<file path="src/rtl/mem_arbiter.sv">
// -----------------------------------------------------------------------------
// mem_arbiter
//
// Shares one unified memory port between the instruction-fetch port (IF) and
// the data port (DM: load/store/push/pop). Exactly one memory transaction is in
// flight at a time. Each transaction is followed by a one-cycle completion
// (valid) pulse on the port that owned it. A timeout counter guarantees
// completion even when mem_ack never arrives.
//
// Ports:
//   clk, rst_n               clock, synchronous active-low reset
//   if_req/if_addr           fetch request (level) and address
//   if_rdata/if_valid        fetch read data and completion pulse
//   if_stall                 if_req & ~if_valid (combinational)
//   dm_req/dm_we/dm_addr/dm_wdata   data request, write enable, address, data
//   dm_rdata/dm_valid        data read data (0 for writes) and completion pulse
//   dm_stall                 dm_req & ~dm_valid (combinational)
//   mem_req/mem_we/mem_addr/mem_wdata  registered memory request
//   mem_ack/mem_rdata        one-cycle acknowledge with read data
//   err_timeout              sticky: a transaction timed out
//   err_spurious             sticky: mem_ack seen while mem_req was low
// -----------------------------------------------------------------------------
module mem_arbiter #(
    parameter int ADDR_W  = 16,
    parameter int DATA_W  = 16,
    parameter int TIMEOUT = 255
) (
    input  logic              clk,
    input  logic              rst_n,

    input  logic              if_req,
    input  logic [ADDR_W-1:0] if_addr,
    output logic [DATA_W-1:0] if_rdata,
    output logic              if_valid,
    output logic              if_stall,

    input  logic              dm_req,
    input  logic              dm_we,
    input  logic [ADDR_W-1:0] dm_addr,
    input  logic [DATA_W-1:0] dm_wdata,
    output logic [DATA_W-1:0] dm_rdata,
    output logic              dm_valid,
    output logic              dm_stall,

    output logic              mem_req,
    output logic              mem_we,
    output logic [ADDR_W-1:0] mem_addr,
    output logic [DATA_W-1:0] mem_wdata,
    input  logic              mem_ack,
    input  logic [DATA_W-1:0] mem_rdata,

    output logic              err_timeout,
    output logic              err_spurious
);

    localparam int CNT_W = $clog2(TIMEOUT + 1);
    localparam logic [CNT_W-1:0] CNT_LIMIT = CNT_W'(TIMEOUT);

    localparam logic [1:0] ST_IDLE    = 2'd0;
    localparam logic [1:0] ST_BUSY_IF = 2'd1;
    localparam logic [1:0] ST_BUSY_DM = 2'd2;
    localparam logic [1:0] ST_DONE    = 2'd3;

    logic [1:0]        state_q,        state_d;
    logic [CNT_W-1:0]  cnt_q,          cnt_d;
    logic              mem_req_q,      mem_req_d;
    logic              mem_we_q,       mem_we_d;
    logic [ADDR_W-1:0] mem_addr_q,     mem_addr_d;
    logic [DATA_W-1:0] mem_wdata_q,    mem_wdata_d;
    logic              if_valid_q,     if_valid_d;
    logic              dm_valid_q,     dm_valid_d;
    logic [DATA_W-1:0] if_rdata_q,     if_rdata_d;
    logic [DATA_W-1:0] dm_rdata_q,     dm_rdata_d;
    logic              err_timeout_q,  err_timeout_d;
    logic              err_spurious_q, err_spurious_d;
    // 1 = the last completed grant belonged to DM, 0 = IF.
    logic              last_dm_q,      last_dm_d;
    // Owner of the transaction being completed (valid in DONE).
    logic              done_dm_q,      done_dm_d;

    logic              grant_dm;
    logic              grant_if;
    logic [CNT_W-1:0]  cnt_inc;
    logic              busy_dm;
    logic              finish;
    logic [DATA_W-1:0] finish_rdata;

    // On contention DM wins unless DM also won last time, which alternates
    // grants and keeps either port from starving the other.
    assign grant_dm = dm_req & (~if_req | ~last_dm_q);
    assign grant_if = if_req & ~grant_dm;

    assign cnt_inc  = cnt_q + 1'b1;
    assign busy_dm  = (state_q == ST_BUSY_DM);

    always_comb begin
        state_d        = state_q;
        cnt_d          = cnt_q;
        mem_req_d      = mem_req_q;
        mem_we_d       = mem_we_q;
        mem_addr_d     = mem_addr_q;
        mem_wdata_d    = mem_wdata_q;
        if_valid_d     = 1'b0;
        dm_valid_d     = 1'b0;
        if_rdata_d     = if_rdata_q;
        dm_rdata_d     = dm_rdata_q;
        err_timeout_d  = err_timeout_q;
        err_spurious_d = err_spurious_q;
        last_dm_d      = last_dm_q;
        done_dm_d      = done_dm_q;
        finish         = 1'b0;
        finish_rdata   = '0;

        // An acknowledge with no request outstanding is only flagged; it has
        // no other effect on the sequencing below.
        if (mem_ack && !mem_req_q) begin
            err_spurious_d = 1'b1;
        end

        case (state_q)
            ST_IDLE: begin
                if (grant_dm) begin
                    mem_addr_d  = dm_addr;
                    mem_we_d    = dm_we;
                    mem_wdata_d = dm_wdata;
                    mem_req_d   = 1'b1;
                    cnt_d       = '0;
                    state_d     = ST_BUSY_DM;
                end else if (grant_if) begin
                    mem_addr_d  = if_addr;
                    mem_we_d    = 1'b0;
                    mem_wdata_d = '0;
                    mem_req_d   = 1'b1;
                    cnt_d       = '0;
                    state_d     = ST_BUSY_IF;
                end
            end

            ST_BUSY_IF, ST_BUSY_DM: begin
                if (mem_ack) begin
                    finish       = 1'b1;
                    finish_rdata = mem_we_q ? '0 : mem_rdata;
                end else if (cnt_inc == CNT_LIMIT) begin
                    // mem_req has now been high for TIMEOUT cycles; an ack in
                    // this same last cycle would have taken the branch above.
                    finish        = 1'b1;
                    finish_rdata  = '0;
                    err_timeout_d = 1'b1;
                end else begin
                    cnt_d = cnt_inc;
                end
            end

            ST_DONE: begin
                last_dm_d = done_dm_q;
                state_d   = ST_IDLE;
            end

            default: begin
                state_d = ST_IDLE;
            end
        endcase

        if (finish) begin
            mem_req_d = 1'b0;
            state_d   = ST_DONE;
            done_dm_d = busy_dm;
            if (busy_dm) begin
                dm_valid_d = 1'b1;
                dm_rdata_d = finish_rdata;
            end else begin
                if_valid_d = 1'b1;
                if_rdata_d = finish_rdata;
            end
        end
    end

    always_ff @(posedge clk) begin
        if (!rst_n) begin
            state_q        <= ST_IDLE;
            cnt_q          <= '0;
            mem_req_q      <= 1'b0;
            mem_we_q       <= 1'b0;
            mem_addr_q     <= '0;
            mem_wdata_q    <= '0;
            if_valid_q     <= 1'b0;
            dm_valid_q     <= 1'b0;
            if_rdata_q     <= '0;
            dm_rdata_q     <= '0;
            err_timeout_q  <= 1'b0;
            err_spurious_q <= 1'b0;
            last_dm_q      <= 1'b0;
            done_dm_q      <= 1'b0;
        end else begin
            state_q        <= state_d;
            cnt_q          <= cnt_d;
            mem_req_q      <= mem_req_d;
            mem_we_q       <= mem_we_d;
            mem_addr_q     <= mem_addr_d;
            mem_wdata_q    <= mem_wdata_d;
            if_valid_q     <= if_valid_d;
            dm_valid_q     <= dm_valid_d;
            if_rdata_q     <= if_rdata_d;
            dm_rdata_q     <= dm_rdata_d;
            err_timeout_q  <= err_timeout_d;
            err_spurious_q <= err_spurious_d;
            last_dm_q      <= last_dm_d;
            done_dm_q      <= done_dm_d;
        end
    end

    assign mem_req      = mem_req_q;
    assign mem_we       = mem_we_q;
    assign mem_addr     = mem_addr_q;
    assign mem_wdata    = mem_wdata_q;
    assign if_valid     = if_valid_q;
    assign dm_valid     = dm_valid_q;
    assign if_rdata     = if_rdata_q;
    assign dm_rdata     = dm_rdata_q;
    assign err_timeout  = err_timeout_q;
    assign err_spurious = err_spurious_q;

    assign if_stall     = if_req & ~if_valid_q;
    assign dm_stall     = dm_req & ~dm_valid_q;

endmodule

</file>
<file path="config.mk">
export PLATFORM = sky130hd
export DESIGN_NAME = mem_arbiter
export DESIGN_NICKNAME = d
export VERILOG_FILES = /design/src/rtl/mem_arbiter.sv
export SDC_FILE = /design/constraint.sdc
export NUM_CORES = 1
export LEC_CHECK = 0
export CAP_MARGIN = 30
export CORE_MARGIN = 2
export CORE_UTILIZATION = 34
export DETAILED_ROUTE_END_ITERATION = 10
export GPL_TIMING_DRIVEN = 0
export PLACE_DENSITY = 0.72
export SETUP_SLACK_MARGIN = 0.05
export SKIP_CTS_REPAIR_TIMING = 1
export SYNTH_ARGS = -nofsm -noshare
export SYNTH_HDL_FRONTEND = slang
export SYNTH_SLANG_ARGS = --single-unit
</file>
<file path="constraint.sdc">
create_clock -name clk -period 2.1 [get_ports clk]
set_clock_uncertainty 0.2 [all_clocks]
set_input_delay 0.525 -clock clk [delete_from_list [all_inputs] [get_ports clk]]
set_output_delay 0.525 -clock clk [all_outputs]
set_load 0.03 [all_outputs]
</file>
==> impl.org <==
** Global routing
- Entering global routing, the biggest net connects 16 pins.
- First-pass GRT wire length :: roughly 18,000 µm
- The number of global-route vias before repair is ~3,600.
- GRT overflow :: 0
- The number of antenna violations at the first check in global routing is 0.
- Across every metal layer, demand over resource in global routing totals between 10% and 20%.

** Synth
- Number of standard cells after synthesis :: about 400
- The number of different library cells used by synthesis comes to 49.
- Syn nets :: 485
- Yosys instantiated no cell more often than sky130_fd_sc_hd__dfxtp_1.
- The synthesized design contains 0 enable-type register cells.
- The commonest cells after synthesis are 82 x sky130_fd_sc_hd__dfxtp_1, 74 x sky130_fd_sc_hd__nand2_1, 38 x sky130_fd_sc_hd__nor2_1, 32 x sky130_fd_sc_hd__a32oi_1, 24 x sky130_fd_sc_hd__o21ai_0.
- Proportion of register bits with asynchronous set or reset after synthesis :: 0%
- The average instance in the mapped netlist occupies 8.761 µm².
- The synthesized design contains slightly above 80 register bits.
- The mapped netlist covers 3583 µm².
- The largest total area in the synthesized netlist belongs to sky130_fd_sc_hd__dfxtp_1.
- Dominant register cell in the synthesized netlist :: sky130_fd_sc_hd__dfxtp_1
- The share of synthesized area in the top cell type comes to 45.81%.
- Dominant cells by area after synthesis :: sky130_fd_sc_hd__dfxtp_1 46%, sky130_fd_sc_hd__a32oi_1 7.8%, sky130_fd_sc_hd__nand2_1 7.8%, sky130_fd_sc_hd__nor2_1 4.0%, sky130_fd_sc_hd__a311oi_1 3.9%
- Sequential-to-total area share from yosys stat :: 45.81%
- For this run, the number of Yosys warnings is 0.

** Critical path
- Worst setup path startpoint :: cnt_q[0]$_SDFFE_PN0P_
- STA puts the critical path data required time at around 2.2 ns.
- STA classifies the critical path startpoint as a flop.
- Worst Reg2Reg Path Length in Cells :: 7
- For flop-to-flop paths, the worst setup slack is -0.02 ns.
- The setup path with the least slack is of type flop to flop.
- Reg-to-Reg Start :: cnt_q[0]$_SDFFE_PN0P_
- Kind of capture point of the worst setup path :: flop
- Traced cell by cell, the critical path runs through ha_4 -> xnor2_4 -> or4b_4 -> o21ai_4 -> buf_12 -> clkbuf_16 -> o21ai_2.
- In this run the worst path has a maximum fanout of 8.
- Endpoint of the lowest-slack register-to-register path :: if_rdata[11]$_SDFFE_PN0P_
- Slowest cell on the critical path :: sky130_fd_sc_hd__or4b_4
- Critical Path AT :: around 2.2 ns
- For this run, the slowest stage of the critical path takes 0.56 ns.

** Power
- The clock network accounts for between 10% and 20% of the total power.
- In this run the power density over the cells is 1008 nW/µm².
- Internal power contribution :: between 0.003 and 0.004 W
- Sw frac :: about two fifths
- For this design the static power due to leakage is about 3.3 nW.
- VDD IR max :: around 0.54 mV
- Net switching power of the design :: 0.002439 W
- The share of total power dissipated in combinational logic is 47.3%.
- Sequential Power Share :: 34.7%

** Routing
- After detailed routing, the number of remaining DRC violations is 0.
- Drt total wl :: roughly 12,000 µm
- Avg Vias per Cell :: 5.287
- After the first detailed-routing iteration, the DRC count stood at ~180.
- Count of TritonRoute iterations in the first routing pass :: 4
- Number of nets with antenna violations after detailed routing :: 0
- Summing over every cut layer, the via total after detailed routing is roughly 3,800.
- Average detailed-routed wire length per instance :: 16.29 µm

** Clocking
- No sink is reached through more buffers than the 2 on the longest clock path.
- Clock tree from TritonCTS :: yes
- The clock tree synthesis step divided the H-tree into 3 levels.
- Clock tree synthesis inserted a total of 9 buffers.
- Clock network latency to the later pin of the worst-skew pair :: 0.36 ns
- Buffer cell driving the clock tree root :: sky130_fd_sc_hd__clkbuf_8
- Clock sink count :: between 80 and 90
- CTS clock-pin slew for the worst setup and hold paths :: around 0.090 ns

** Timing
- RSZ-0062 raised after global routing :: yes
- The number of failing hold endpoints at the final stage came to 0.
- At the pin with the least slew margin, the transition time is roughly 0.56 ns.
- Post-route worst setup slack :: -0.01736 ns
- Final worst path period need :: between 2 and 2.5 ns
- Highest Clock Rate :: around 470 MHz
- Ratio of final minimum period to clock period :: 100.8%
- Count of final max-slew check failures :: 0
- Max-slew headroom at the worst pin :: a little over three fifths
- Setup violations remaining at the end of the flow were counted as 14.

** Outcome
- The final reports fail on negative setup slack.
- Run status :: finished with violations

** Layout
- Diode count :: 0
- The final layout contains 650 nets.
- The area growth from synthesis to layout is 64.56%.
- Layout cell share with drive strength beyond 1 :: approximately 18%
- Final Non-Filler Cells :: slightly above 700

** Place
- Number of placed instances with taps included :: approximately 690
- The count of buffers added on input and output ports is 140.
- Once detailed placement completed, the half-perimeter wirelength came to between 8000 and 9000 µm.
- At the placement stage, the worst setup path has a slack of -0.7630 ns.
- GPL Wtd Cong :: 0.8695

** Floorplanning
- The die covers 11,380 µm².
- # IOs :: 142
- Once the floorplan was initialized, standard cells occupied between 30% and 40% of the core.
- Die width :: roughly 110 µm
- From bottom edge to top edge, the die measures approximately 110 µm.
- Cell row count :: 37
- The core region is just over 10,000 µm².

** Worst hold path
- The worst hold path begins at done_dm_q$_SDFFE_PN0P_.
- Worst hold stages :: 2
- Hold Path End :: done_dm_q$_SDFFE_PN0P_
- Hold crit path type :: flop to flop

** Job
- Max-cap violations in this run came to 0.
[routing by layer]
| metal | share of wire [%] | wire length [µm] | vias up | track usage, % |
|---|---|---|---|---|
| met3 | 6.0 | 704 | 15 | 3.951 |
| met4 | 1.1 | 123 | 0 | 4.917 |
| li1 | - | - | 1837 | - |
| met2 | 50 | 5818 | 128 | 31.89 |
| met1 | 43 | 4999 | 1800 | 24.37 |
| met5 | 0 | 0 | - | 0 |
[placed cells by master, fill, tap and decap left out, types with 5 or more instances in the layout]
cell type and n:
sky130_fd_sc_hd__o211ai_1 5, sky130_fd_sc_hd__buf_2 6, sky130_fd_sc_hd__dfxtp_1 78, sky130_fd_sc_hd__o21ai_2 31
sky130_fd_sc_hd__nand3_1 5, sky130_fd_sc_hd__nor2_1 38, sky130_fd_sc_hd__clkbuf_1 16, sky130_fd_sc_hd__clkdlybuf4s50_1 65
sky130_fd_sc_hd__nand2_1 73, sky130_fd_sc_hd__inv_1 6, sky130_fd_sc_hd__a311oi_1 16, sky130_fd_sc_hd__clkbuf_2 5
sky130_fd_sc_hd__buf_4 12, sky130_fd_sc_hd__dlymetal6s2s_1 73, sky130_fd_sc_hd__a32oi_1 32, sky130_fd_sc_hd__a22oi_1 17
sky130_fd_sc_hd__clkbuf_8 9, sky130_fd_sc_hd__a21oi_1 7
[stage by stage]
step | hold WS (ns) | total power [W] | cell area (µm²) | utilization [%] | setup TNS (ns)
after floorplan | 0.2382 | 0.003529 | 3583 | - | 0
after global placement | 0.2502 | 0.004458 | 5155 | 50.16 | -39.53
after detailed placement | 0.2547 | 0.004509 | 5155 | 50.16 | -41.93
after CTS | 0.2671 | 0.005584 | 5333 | 51.89 | -20.63
after global routing | 0.2910 | 0.006248 | 5897 | 57.38 | -2.013
final | 0.2670 | 0.005947 | 5897 | 57.38 | -0.1315
[sequential cells by signal, indices dropped and copies added (netlist names)]
register and flops:
done_dm_q 1, if_valid 1, dm_rdata 16, mem_we 1, dm_valid 1, state_q 2
cnt_q 8, last_dm_q 1, mem_addr 16, mem_req 1, err_spurious 1, err_timeout 1
mem_wdata 16, if_rdata 16
[logic make-up (layout without fill, tap and decap cells)]
logic type / after synthesis / after routing / synth area share [%]
AOI/OAI and AO/OA: 135 / 135 / 28.42
xor gates and xnor gates: 3 / 3 / 0.7334
adders and majority gates: 6 / 6 / 2.095
buffers and inverters: 43 / 213 / 5.517
DFF: 82 / 82 / 45.81
muxes: 3 / 3 / 0.8380
and+or+nand+nor: 137 / 137 / 16.59
[final cells by class]
| type | instances | area, µm² |
|---|---|---|
| plain buffers | 35 | 214.0 |
| clock buffers | 10 | 127.6 |
| clock inverters | 6 | 50.05 |
| fillers | 899 | 4380 |
| inverters | 8 | 30.03 |
| multi-input cells | 284 | 1916 |
| flip-flops and latches | 82 | 1652 |
| well taps | 136 | 170.2 |
| repair buffers | 154 | 1738 |
[how the worst max path moves through the flow]
stage	slack (ns)	endpoint	cells past startpoint
4_1_cts	-0.56	if_stall	3
3_3_place_gp	-0.71	dm_rdata[11]$_SDFFE_PN0P_	6
6_report	-0.02	if_rdata[11]$_SDFFE_PN0P_	7
5_1_grt	-0.09	dm_rdata[4]$_SDFFE_PN0P_	8
2_1_floorplan	0.06	dm_rdata[0]$_SDFFE_PN0P_	6
3_5_place_dp	-0.76	if_rdata[11]$_SDFFE_PN0P_	6
[critical path: cells and delay by family (launching register included)]
family,cells,cell delay (ns)
AND/OR/NAND/NOR,1,0.56
flip-flops,1,0.38
buffers and inverters,2,0.33
AO/OA/AOI/OAI,2,0.25
adder cells (fa/ha/maj),1,0.18
XOR/XNOR,1,0.13
[power by group through the flow]
stage,logic [W],registers [W],clock network [W]
2_1_floorplan,0.000936,0.00259,0
3_3_place_gp,0.00239,0.00207,0
3_5_place_dp,0.00242,0.00209,0
4_1_cts,0.00243,0.00205,0.00110
5_1_grt,0.00300,0.00210,0.00114
6_report,0.00281,0.00206,0.00107
Note: power is estimated with default switching activity, not from simulation.
==> patch: new RTL, same flow settings <==
Change the parameter `ADDR_W` from 16 to 15.
--- a/src/rtl/mem_arbiter.sv
+++ b/src/rtl/mem_arbiter.sv
@@ -22,5 +22,5 @@
 // -----------------------------------------------------------------------------
 module mem_arbiter #(
-    parameter int ADDR_W  = 16,
+    parameter int ADDR_W  = 15,
     parameter int DATA_W  = 16,
     parameter int TIMEOUT = 255
Ports: changed (resized dm_addr, if_addr and mem_addr); port bits go from 142 to 139. No check against the original RTL was run, so the function may have changed too.
==> patch against the original RTL <==
- the run still ends with setup timing left
- highest routed layer unchanged
- worst hold slack lost 4.6 ps
- total power shrank 0.60%
- utilization shrank 0.26 points
- largest cell class unchanged
- cell area shrank 7.1%
- synthesized area shrank 7.6%
- maximum frequency shrank 2.2%
- sequential cell count shrank 1
- worst setup slack lost 48 ps
- routed wire length shrank 17%
- final cell count shrank 11%
- via count shrank 16%
- non-clock buffer count shrank 13
==> patch: results (changes against the original RTL) <==
| Metric | Value |
|---|---|
| Failing checks | setup timing |
| Largest net degree at the start of global routing | 13 (-3) |
| Drt wl/cell | 15.3 um (-6.3%) |
| Largest fanout on the critical path | 10 (+2) |
| Number of non-clock buffers | 176 (-6.9%) |
| Clkbuf count | 12 (+2) |
| Reg2reg start | state_q[0] |
| Synthesized Nets | 410 (-15%) |
| Status | finished with violations |
| Part of the power in registers | 0.342 (-0.005) |
| Met1 WL | 4.14 mm (-17%) |
| GR Layer Usage met3 | 0.0468 (+0.00727) |
| Post-synthesis mux area share | 0.0484 (+0.0400) |
| Met1 Usage GRT | 0.208 (-0.0355) |
| Internal Power | 3.55 mW (+1.2%) |
| Hpwl dp | 6.72 mm (-17%) |
| Hold Path Sink | if_rdata[15] |
| Worst slew pin tran | 476 ps (-85.4 ps) |
| GRT Util Overall | 0.167 (-0.0210) |
| Post-synthesis adder-cell area fraction | 0.0227 (+0.00172) |
| Dpl cells | 607 (-11%) |
| Non-clk buf share | 0.332 (+0.00119) |
| Clk pwr share | 0.162 (-0.018) |
| Sink Count | 81 (-1.2%) |
| Number of global-route vias before repair | 2998 (-16%) |
| First-pass GRT wire length | 14.0 mm (-20%) |
| Starting DRT DRC Count | 110 (-40%) |
| # nets final | 573 (-12%) |
| Worst r2r dst | dm_rdata[9] |
| Final RePlAce weighted congestion | 0.881 (+1.3%) |
| Top cells by count, synth | 81 x dfxtp_1, 40 x nand2_1, 22 x nor2b_1, 18 x o211a_1, 18 x o21ai_0 |
| Peak supply drop | 671 uV (+24%) |
| Worst setup path start | state_q[0] |
| Routed vias | 3163 (-16%) |
| Setup violations, final | 14 (unchanged) |
| Number of fill cells in the layout | 809 (-10%) |
| CP max stage cell | o31a_1 |
| XOR/XNOR share of the synthesized area | 0.00529 (-0.00204) |
| Share of cells above drive strength 1 | 0.165 (-0.0112) |
| Setup WS post-layout | -64.9 ps (-47.5 ps) |
| Leak | 3.33 nW (+2.0%) |
| Wire length on met2 | 4.77 mm (-18%) |
==> patch: cell count changes after synthesis, sizes merged, moves of 4 or more <==
cell / change
o211a: +18
a32oi: -32
a311oi: -16
buf: -4
nor2: -29
clkbuf: -7
a21oi: -4
o211ai: -5
o21ai: -17
a22o: +16
a21boi: +15
nand2: -34
nor2b: +19
mux2i: +13
==> patch: through the flow <==
step	total power [mW]	utilization	setup TNS, ps	hold slack (ps)	area [um2]
2_1_floorplan	3.55	-	0	250	3320
3_3_place_gp	4.49	0.507	-38980	249	4870
3_5_place_dp	4.54	0.507	-41160	253	4870
4_1_cts	5.51	0.523	-14170	280	5020
5_1_grt	6.23	0.571	-2560	285	5480
6_report	5.91	0.571	-642	262	5480
==> patch: kinds of logic (layout without fill, tap and decap cells) <==
kind of cell,count (synthesis),after routing
AOI/OAI and AO/OA,108,108
and+or+nand+nor,93,93
DFF,81,81
buffers and inverters,30,197
muxes,16,16
adders and majority gates,6,6
xor gates and xnor gates,2,2
